===== config.mk =====
export PLATFORM = sky130hd
export DESIGN_NAME = ps2_host_tx
export DESIGN_NICKNAME = d
export VERILOG_FILES = /design/src/rtl/ps2_host_tx.sv
export SDC_FILE = /design/constraint.sdc
export NUM_CORES = 1
export LEC_CHECK = 0
export CAP_MARGIN = 5
export CORE_MARGIN = 2
export CORE_UTILIZATION = 34
export CTS_CLUSTER_DIAMETER = 50
export CTS_CLUSTER_SIZE = 28
export DETAILED_ROUTE_END_ITERATION = 8
export SKIP_CTS_REPAIR_TIMING = 1
export SLEW_MARGIN = 20
export SYNTH_ARGS = -nofsm -noshare
export SYNTH_HDL_FRONTEND = slang
export SYNTH_SLANG_ARGS = --single-unit

===== constraint.sdc =====
create_clock -name clk -period 6.3 [get_ports clk]
set_input_delay 0.63 -clock clk [delete_from_list [all_inputs] [get_ports clk]]
set_output_delay 0.63 -clock clk [all_outputs]
set_load 0.05 [all_outputs]

===== src/rtl/ps2_host_tx.sv =====
// Host-to-device PS/2 transmitter: inhibits the bus, requests to send, then shifts
// one command byte (LSB first, odd parity, stop) on device clock edges and checks the ack.
module ps2_host_tx #(
    parameter int INHIBIT_CYCLES = 12000,
    parameter int START_TIMEOUT  = 1500000,
    parameter int FRAME_TIMEOUT  = 200000
) (
    input  logic       clk,
    input  logic       reset_n,
    input  logic       tx_valid,
    input  logic [7:0] tx_data,
    output logic       tx_ready,
    output logic       busy,
    output logic       done,
    output logic       error,
    input  logic       ps2_clk_in,
    input  logic       ps2_data_in,
    output logic       ps2_clk_oe,
    output logic       ps2_data_oe
);

    localparam int CNT_W = 21;
    localparam logic [CNT_W-1:0] INH_LAST   = CNT_W'(INHIBIT_CYCLES - 1);
    localparam logic [CNT_W-1:0] START_LAST = CNT_W'(START_TIMEOUT - 1);
    localparam logic [CNT_W-1:0] FRAME_LAST = CNT_W'(FRAME_TIMEOUT - 1);

    typedef enum logic [2:0] {
        S_IDLE, S_INHIBIT, S_REQ, S_WAIT_DEV, S_SHIFT, S_WAIT_IDLE, S_DONE, S_ERR
    } state_t;

    state_t           state_q, state_d;
    logic [7:0]       shreg_q, shreg_d;
    logic             par_q, par_d;
    logic [3:0]       bitcnt_q, bitcnt_d;
    logic [CNT_W-1:0] cnt_q, cnt_d;
    logic [CNT_W-1:0] fcnt_q, fcnt_d;
    logic [2:0]       clk_s_q;
    logic [1:0]       dat_s_q;
    logic             clk_oe_q, clk_oe_d;
    logic             data_oe_q, data_oe_d;
    logic             done_q, done_d;
    logic             error_q, error_d;

    logic clk_sync, dat_sync, fe, frame_to;

    function automatic logic [CNT_W-1:0] sat_inc(input logic [CNT_W-1:0] v);
        return (&v) ? v : v + 1'b1;
    endfunction

    // Synchroniser stages; bit 2 of clk_s_q is the edge-detect history.
    assign clk_sync = clk_s_q[1];
    assign dat_sync = dat_s_q[1];
    assign fe       = clk_s_q[2] & ~clk_s_q[1];
    assign frame_to = (fcnt_q >= FRAME_LAST);

    always_comb begin
        state_d   = state_q;
        shreg_d   = shreg_q;
        par_d     = par_q;
        bitcnt_d  = bitcnt_q;
        cnt_d     = cnt_q;
        fcnt_d    = fcnt_q;
        data_oe_d = data_oe_q;

        case (state_q)
            S_IDLE: begin
                cnt_d  = '0;
                fcnt_d = '0;
                if (tx_valid) begin
                    shreg_d  = tx_data;
                    par_d    = ~^tx_data;
                    bitcnt_d = '0;
                    state_d  = S_INHIBIT;
                end
            end
            S_INHIBIT: begin
                cnt_d = sat_inc(cnt_q);
                if (cnt_q >= INH_LAST) begin
                    cnt_d     = '0;
                    data_oe_d = 1'b1;
                    state_d   = S_REQ;
                end
            end
            S_REQ: begin
                // The start timeout is measured from the request cycle.
                cnt_d     = sat_inc(cnt_q);
                data_oe_d = 1'b1;
                state_d   = S_WAIT_DEV;
            end
            S_WAIT_DEV: begin
                cnt_d     = sat_inc(cnt_q);
                data_oe_d = 1'b1;
                if (fe) begin
                    data_oe_d = ~shreg_q[0];
                    bitcnt_d  = 4'd1;
                    fcnt_d    = {{(CNT_W-1){1'b0}}, 1'b1};
                    state_d   = S_SHIFT;
                end else if (cnt_q >= START_LAST) begin
                    state_d = S_ERR;
                end
            end
            S_SHIFT: begin
                fcnt_d = sat_inc(fcnt_q);
                if (frame_to) begin
                    state_d = S_ERR;
                end else if (fe) begin
                    bitcnt_d = bitcnt_q + 1'b1;
                    if (bitcnt_q <= 4'd7) begin
                        data_oe_d = ~shreg_q[bitcnt_q[2:0]];
                    end else if (bitcnt_q == 4'd8) begin
                        data_oe_d = ~par_q;
                    end else if (bitcnt_q == 4'd9) begin
                        data_oe_d = 1'b0;
                    end else begin
                        state_d = dat_sync ? S_ERR : S_WAIT_IDLE;
                    end
                end
            end
            S_WAIT_IDLE: begin
                fcnt_d = sat_inc(fcnt_q);
                if (frame_to) begin
                    state_d = S_ERR;
                end else if (clk_sync && dat_sync) begin
                    state_d = S_DONE;
                end
            end
            S_DONE:  state_d = S_IDLE;
            S_ERR:   state_d = S_IDLE;
            default: state_d = S_IDLE;
        endcase

        // Pin drives are registered from the next state so they never glitch.
        if (state_d inside {S_IDLE, S_INHIBIT, S_WAIT_IDLE, S_DONE, S_ERR}) begin
            data_oe_d = 1'b0;
        end
        clk_oe_d = (state_d == S_INHIBIT) || (state_d == S_REQ);
        done_d   = (state_d == S_DONE);
        error_d  = (state_d == S_ERR);
    end

    always_ff @(posedge clk or negedge reset_n) begin
        if (!reset_n) begin
            state_q   <= S_IDLE;
            bitcnt_q  <= '0;
            cnt_q     <= '0;
            fcnt_q    <= '0;
            clk_s_q   <= 3'b111;
            dat_s_q   <= 2'b11;
            clk_oe_q  <= 1'b0;
            data_oe_q <= 1'b0;
            done_q    <= 1'b0;
            error_q   <= 1'b0;
        end else begin
            state_q   <= state_d;
            bitcnt_q  <= bitcnt_d;
            cnt_q     <= cnt_d;
            fcnt_q    <= fcnt_d;
            clk_s_q   <= {clk_s_q[1:0], ps2_clk_in};
            dat_s_q   <= {dat_s_q[0], ps2_data_in};
            clk_oe_q  <= clk_oe_d;
            data_oe_q <= data_oe_d;
            done_q    <= done_d;
            error_q   <= error_d;
        end
    end

    always_ff @(posedge clk) begin
        shreg_q <= shreg_d;
        par_q   <= par_d;
    end

    assign tx_ready    = (state_q == S_IDLE);
    assign busy        = (state_q != S_IDLE);
    assign done        = done_q;
    assign error       = error_q;
    assign ps2_clk_oe  = clk_oe_q;
    assign ps2_data_oe = data_oe_q;

endmodule

==> flow_summary.ini, run 1 <==
[yosys]
yosysSeqAreaShare_pct = 45.4
synth_ff_type = dfrtp_1
netlist-cell-type-count = 71
synth_edf_count = 9
synth_most_common_cell = dfrtp_1
synth_common_cells = dfrtp_1, nor2_1, o21ai_0
async_reset_ff_share_pct = 86.6
synth_nets = 405
ys_seq_elements = 67
synth.area.top_cells = dfrtp_1, edfxtp_1, nor2_1
yosysTopAreaCell = dfrtp_1
synth_warnings = 0
synth_area_um2 = 3800
syn_area_per_cell_um2 = 9.83
syn_inst = 387
synth_top_area_share_pct = 34.9

[run]
maxCapViolations = 0

[timing]
tns_ns = 0
tightest_slew_ns = 0.882
grt_setup_unrepaired = false
max_freq_mhz = 337
fin_ws_ns = 3.33
hold_violations = 0
slew_viol_final = 0
fin_skew_ns = 0.00679
final.period_utilization_pct = 47.1
slew-limit-headroom_pct = 41.2
period_needed_ns = 2.97
setup_viol = 0

[setup_path]
end_kind = output pin
critPathMaxFanout = 30
cp.arrival_ns = 2.34
critPathKind = register to output pin
setup.worst_path.start_class = register
cp_data_required_time_ns = 5.67

[cells_and_area]
drive_gt1_share_pct = 10.3
fill_cells = 1090
antenna_cells = 0
final_area_um2 = 4200
nets = 419
area_delta_synth_final_pct = 10.4

[drt]
via_per_inst = 5.47
drt_iter0_drc = 220
vias = 2987
drt_pass1_iterations = 4
drcViolationCount = 0
ant_nets = 0
wl_mm = 7.94
routedWlPerCell_um = 14.5

[floorplanning]
die_area_um2 = 12000
coreArea_um2 = 10900
pin_count = 19
die_w_um = 110
die_h_um = 110
initial_utilization_pct = 34.9
rows = 38

[cts]
cts_tree = yes
numClockSinks = 67
cts_inserted_buffers = 9
clk_pin_slew_worst_paths_ns = 0.07
cts-root-buf = clkbuf_8
clockBufferDepth = 2
clock_latency_ns = 0.34
htree_levels = 3

[global_routing]
grt_pass1_vias = 2914
grt_remaining_overflow = 0
grt_util_all_layers_pct = 14.8
grt_pass1_wl_mm = 14.0
grt_antenna_before_repair = 0
grt_start_max_net_pins = 59

[place]
place_hpwl_mm = 5.63
dp_slack_ns = 3.58
place_area_um2 = 4040
portBuffers = 18
gp_congestion = 0.798

[hold_path]
hold_class = register to register

[outcome]
outcome = complete, no violations

[pwr]
irDropWorstVdd_mv = 0.134
pwr_density_cell_nw_per_um2 = 230
leakage_uw = 0.00166
[placed cells by master, fill, tap and decap left out, types with 8 or more instances in the layout]
cell type	netlist	final
a21oi_1	15	15
a31oi_1	13	13
and3_1	8	8
clkbuf_8	1	9
clkdlybuf4s50_1	0	17
dfrtp_1	53	53
edfxtp_1	9	9
inv_1	9	9
nand2_1	26	26
nand3_1	18	18
nand4_1	13	13
nor2_1	41	41
nor3_1	11	11
o21ai_0	30	30
xnor2_1	13	13
xor2_1	12	12
[kinds of logic (layout without fill, tap and decap cells)]
group,count (synthesis),in the layout,synth area share [%]
AOI/OAI and AO/OA,109,109,19.6
xor gates and xnor gates,25,25,5.76
adders and majority gates,5,5,1.65
buffers and inverters,26,45,4.34
DFF,67,67,45.4
muxes,7,7,2.53
and+or+nand+nor,148,148,20.7
[registers in the layout, summed over array words and instances, names as in the netlist]
name and flops:
par_q 1, clk_s_q 3, dat_s_q 2, shreg_q 8, ps2_clk_oe 1, cnt_q 21
error 1, done 1, bitcnt_q 4, ps2_data_oe 1, fcnt_q 21, state_q 3
[where the power goes]
part	switching [µW]	internal [µW]	total [µW]	leakage, µW
logic	82.0	67.8	150	0.000720
registers	40.2	472	512	0.000853
clock network	163	139	302	0.0000872
total	285	679	965	0.00166
[worst max-delay path: stages, from the launching register on]
cell and delay [ns]:
dfrtp_1 0.92, nor2_1 0.18, inv_1 0.09, clkdlybuf4s50_1 0.80
[metal layers]
metal	global-route usage (%)	wire length [µm]	vias up
li1	-	-	1467
met1	19.9	3780	1444
met2	23.7	3740	67
met3	3.44	312	9
met4	4.79	107	0
met5	0	0	-
[per-stage QoR]
stage / util [%] / cells / power (µW) / hold slack, ns
after floorplan: - / 387 / 621 / 0.334
after global placement: 37.1 / 530 / 666 / 0.346
after detailed placement: 37.1 / 530 / 671 / 0.347
after CTS: 38.5 / 546 / 976 / 0.360
after global routing: 38.5 / 546 / 1020 / 0.361
final: 38.5 / 546 / 965 / 0.359
[final cells by class]
| cell class | instances | area [µm²] | share of cell area [%] |
|---|---|---|---|
| timing repair buffer | 20 | 190 | 4.53 |
| tap | 140 | 175 | 4.17 |
| clock inverter | 6 | 32.5 | 0.775 |
| inverter | 9 | 33.8 | 0.805 |
| clock buffer | 10 | 128 | 3.04 |
| sequential | 67 | 1730 | 41.2 |
| multi-input combinational | 294 | 1910 | 45.5 |
[final timing paths]
path	start	endpoint	slack, ns	depth (start not counted)
worst max-delay path	state_q[2]	busy	3.33	3
worst min-delay path	clk_s_q[0]	clk_s_q[1]	0.36	0
worst max register to register	state_q[2]	fcnt_q[17]	3.55	7
worst min register to register	clk_s_q[0]	clk_s_q[1]	0.36	0
max in group asynchronous	reset_n	fcnt_q[10]	5.37	2
min in group asynchronous	reset_n	done	0.42	2
No activity file was read; power rests on OpenSTA's default activity.
==> inputs of run 2 (changes only) <==
- clock period: 6.3 -> 2.7 ns (I/O delays scaled with it)
==> flow_summary.ini, run 2 (synthesized netlist as in run 1, its figures left out) <==
[setup_path]
critPathMaxFanout = 10
critPathMostFrequentCell = inv_1
crit_buf_inv = 3
cp_top_family = buffers and inverters
cp_cell_sequence = inv_1, nand2_1, nor2_1, inv_1, clkdlybuf4s50_1
cp_data_required_time_ns = 2.43
setup.worst_path.start_class = register
end_kind = output pin
cpPeakStageDelay_ns = 0.79
critPathKind = register to output pin
cp.arrival_ns = 2.26
cp_slowest_cell = clkdlybuf4s50_1

[global_routing]
grt_util_all_layers_pct = 15.5
grt_pass1_vias = 2957
grt_pass1_wl_mm = 14.5
grt_start_max_net_pins = 42
grt_remaining_overflow = 0
grt_antenna_before_repair = 0

[floorplanning]
rows = 38
coreArea_um2 = 10900
die_w_um = 110
pin_count = 19
initial_utilization_pct = 34.9
die_h_um = 110
die_area_um2 = 12000

[cells_and_area]
fin_cells = 556
reg_top3 = cnt_q: 21 flops, fcnt_q: 21 flops, shreg_q: 8 flops
final_common_cell = dfrtp_1
layout_common_cells = dfrtp_1, nor2_1, o21ai_0, nand2_1, nand3_1
final_util_pct = 39.6
antenna_cells = 0
fill_cells = 1076
nets = 429
drive_gt1_share_pct = 12.7
area_delta_synth_final_pct = 13.3

[drt]
vias = 3014
routedWlPerCell_um = 15.1
ant_nets = 0
via_per_inst = 5.42
drcViolationCount = 0
drt_pass1_iterations = 4
wl_mm = 8.41
drt_iter0_drc = 202

[cts]
htree_levels = 3
numClockSinks = 67
cts-root-buf = clkbuf_8
clockBufferDepth = 2
clk_pin_slew_worst_paths_ns = 0.08
clock_latency_ns = 0.35
cts_tree = yes
cts_inserted_buffers = 9

[pwr]
irDropWorstVdd_mv = 0.415
pwr_density_cell_nw_per_um2 = 552
leakage_uw = 0.00174
total_power_uw = 2380

[place]
gp_congestion = 0.914
place_hpwl_mm = 6.04
place_inst = 540
portBuffers = 18

[timing]
hold_violations = 0
slew_viol_final = 0
max_freq_mhz = 395
tns_ns = 0
slew-limit-headroom_pct = 38.3
fin_skew_ns = 0.00992
period_needed_ns = 2.53
setup_viol = 0
final.period_utilization_pct = 93.8
grt_setup_unrepaired = false
tightest_slew_ns = 0.926

[hold_path]
hold_class = input port to asynchronous set/reset pin

[outcome]
outcome = complete, no violations

[run]
maxCapViolations = 0
[run 2: changes by cell type in the layout (fill, tap and decap cells not counted)]
cell / before / now
clkdlybuf4s50_1: 17 / 16
dlymetal6s2s_1: 0 / 1
clkbuf_1: 1 / 0
clkinv_2: 4 / 2
clkinvlp_4: 0 / 1
bufinv_16: 0 / 1
buf_4: 2 / 12
clkinv_4: 1 / 2
[run 2: per-stage QoR]
stage,hold slack [ns],setup WS [ns],instance area [µm²]
2_1_floorplan,-0.0256,0.153,3800
3_3_place_gp,0.346,0.326,4110
3_5_place_dp,0.348,0.337,4110
4_1_cts,0.0743,0.0999,4300
5_1_grt,0.130,0.0255,4310
6_report,0.0529,0.168,4310
[run 2: worst reg2reg max path, cell delays in order, from the launching register on]
cell and delay, ns:
dfrtp_1 0.45, or4_1 0.56, nor4_2 0.29, nor2_1 0.08, o311ai_1 0.47, nor3_1 0.14
xor2_1 0.19, nor2_1 0.14
[run 2: path summary, 6_finish.rpt]
| check | slack [ns] | depth (start not counted) | end | start |
|---|---|---|---|---|
| setup / recovery | 0.17 | 5 | busy | state_q[1] |
| hold / removal | 0.05 | 1 | cnt_q[7] | reset_n |
| setup reg to reg | 0.32 | 7 | ps2_clk_oe | fcnt_q[7] |
| hold reg to reg | 0.36 | 0 | dat_s_q[1] | dat_s_q[0] |
| max in group asynchronous | 1.95 | 2 | fcnt_q[13] | reset_n |
| min in group clk | 0.32 | 1 | dat_s_q[0] | ps2_data_in |
[run 2: cell type report]
type                       instances  area [µm²]  area share [%]
timing repair buffer              30         268            6.22
tap                              140         175            4.07
multi-input combinational        294        1910            44.3
sequential                        67        1730            40.1
inverter                           9        33.8           0.784
clock inverter                     7        68.8            1.60
clock buffer                       9         124            2.88
[run 2: power by group]
part	leakage [µW]	switching, µW	internal (µW)
combinational	0.000786	190	166
clock	0.0000966	402	423
sequential	0.000853	93.8	1100
total	0.00174	686	1690
[run 2: per-layer routing]
layer	up-vias	routed length, µm	global-route usage (%)
met1	1442	4020	21.0
li1	1490	-	-
met2	68	3920	23.6
met5	-	0	0
met3	14	313	3.56
met4	0	166	6.60
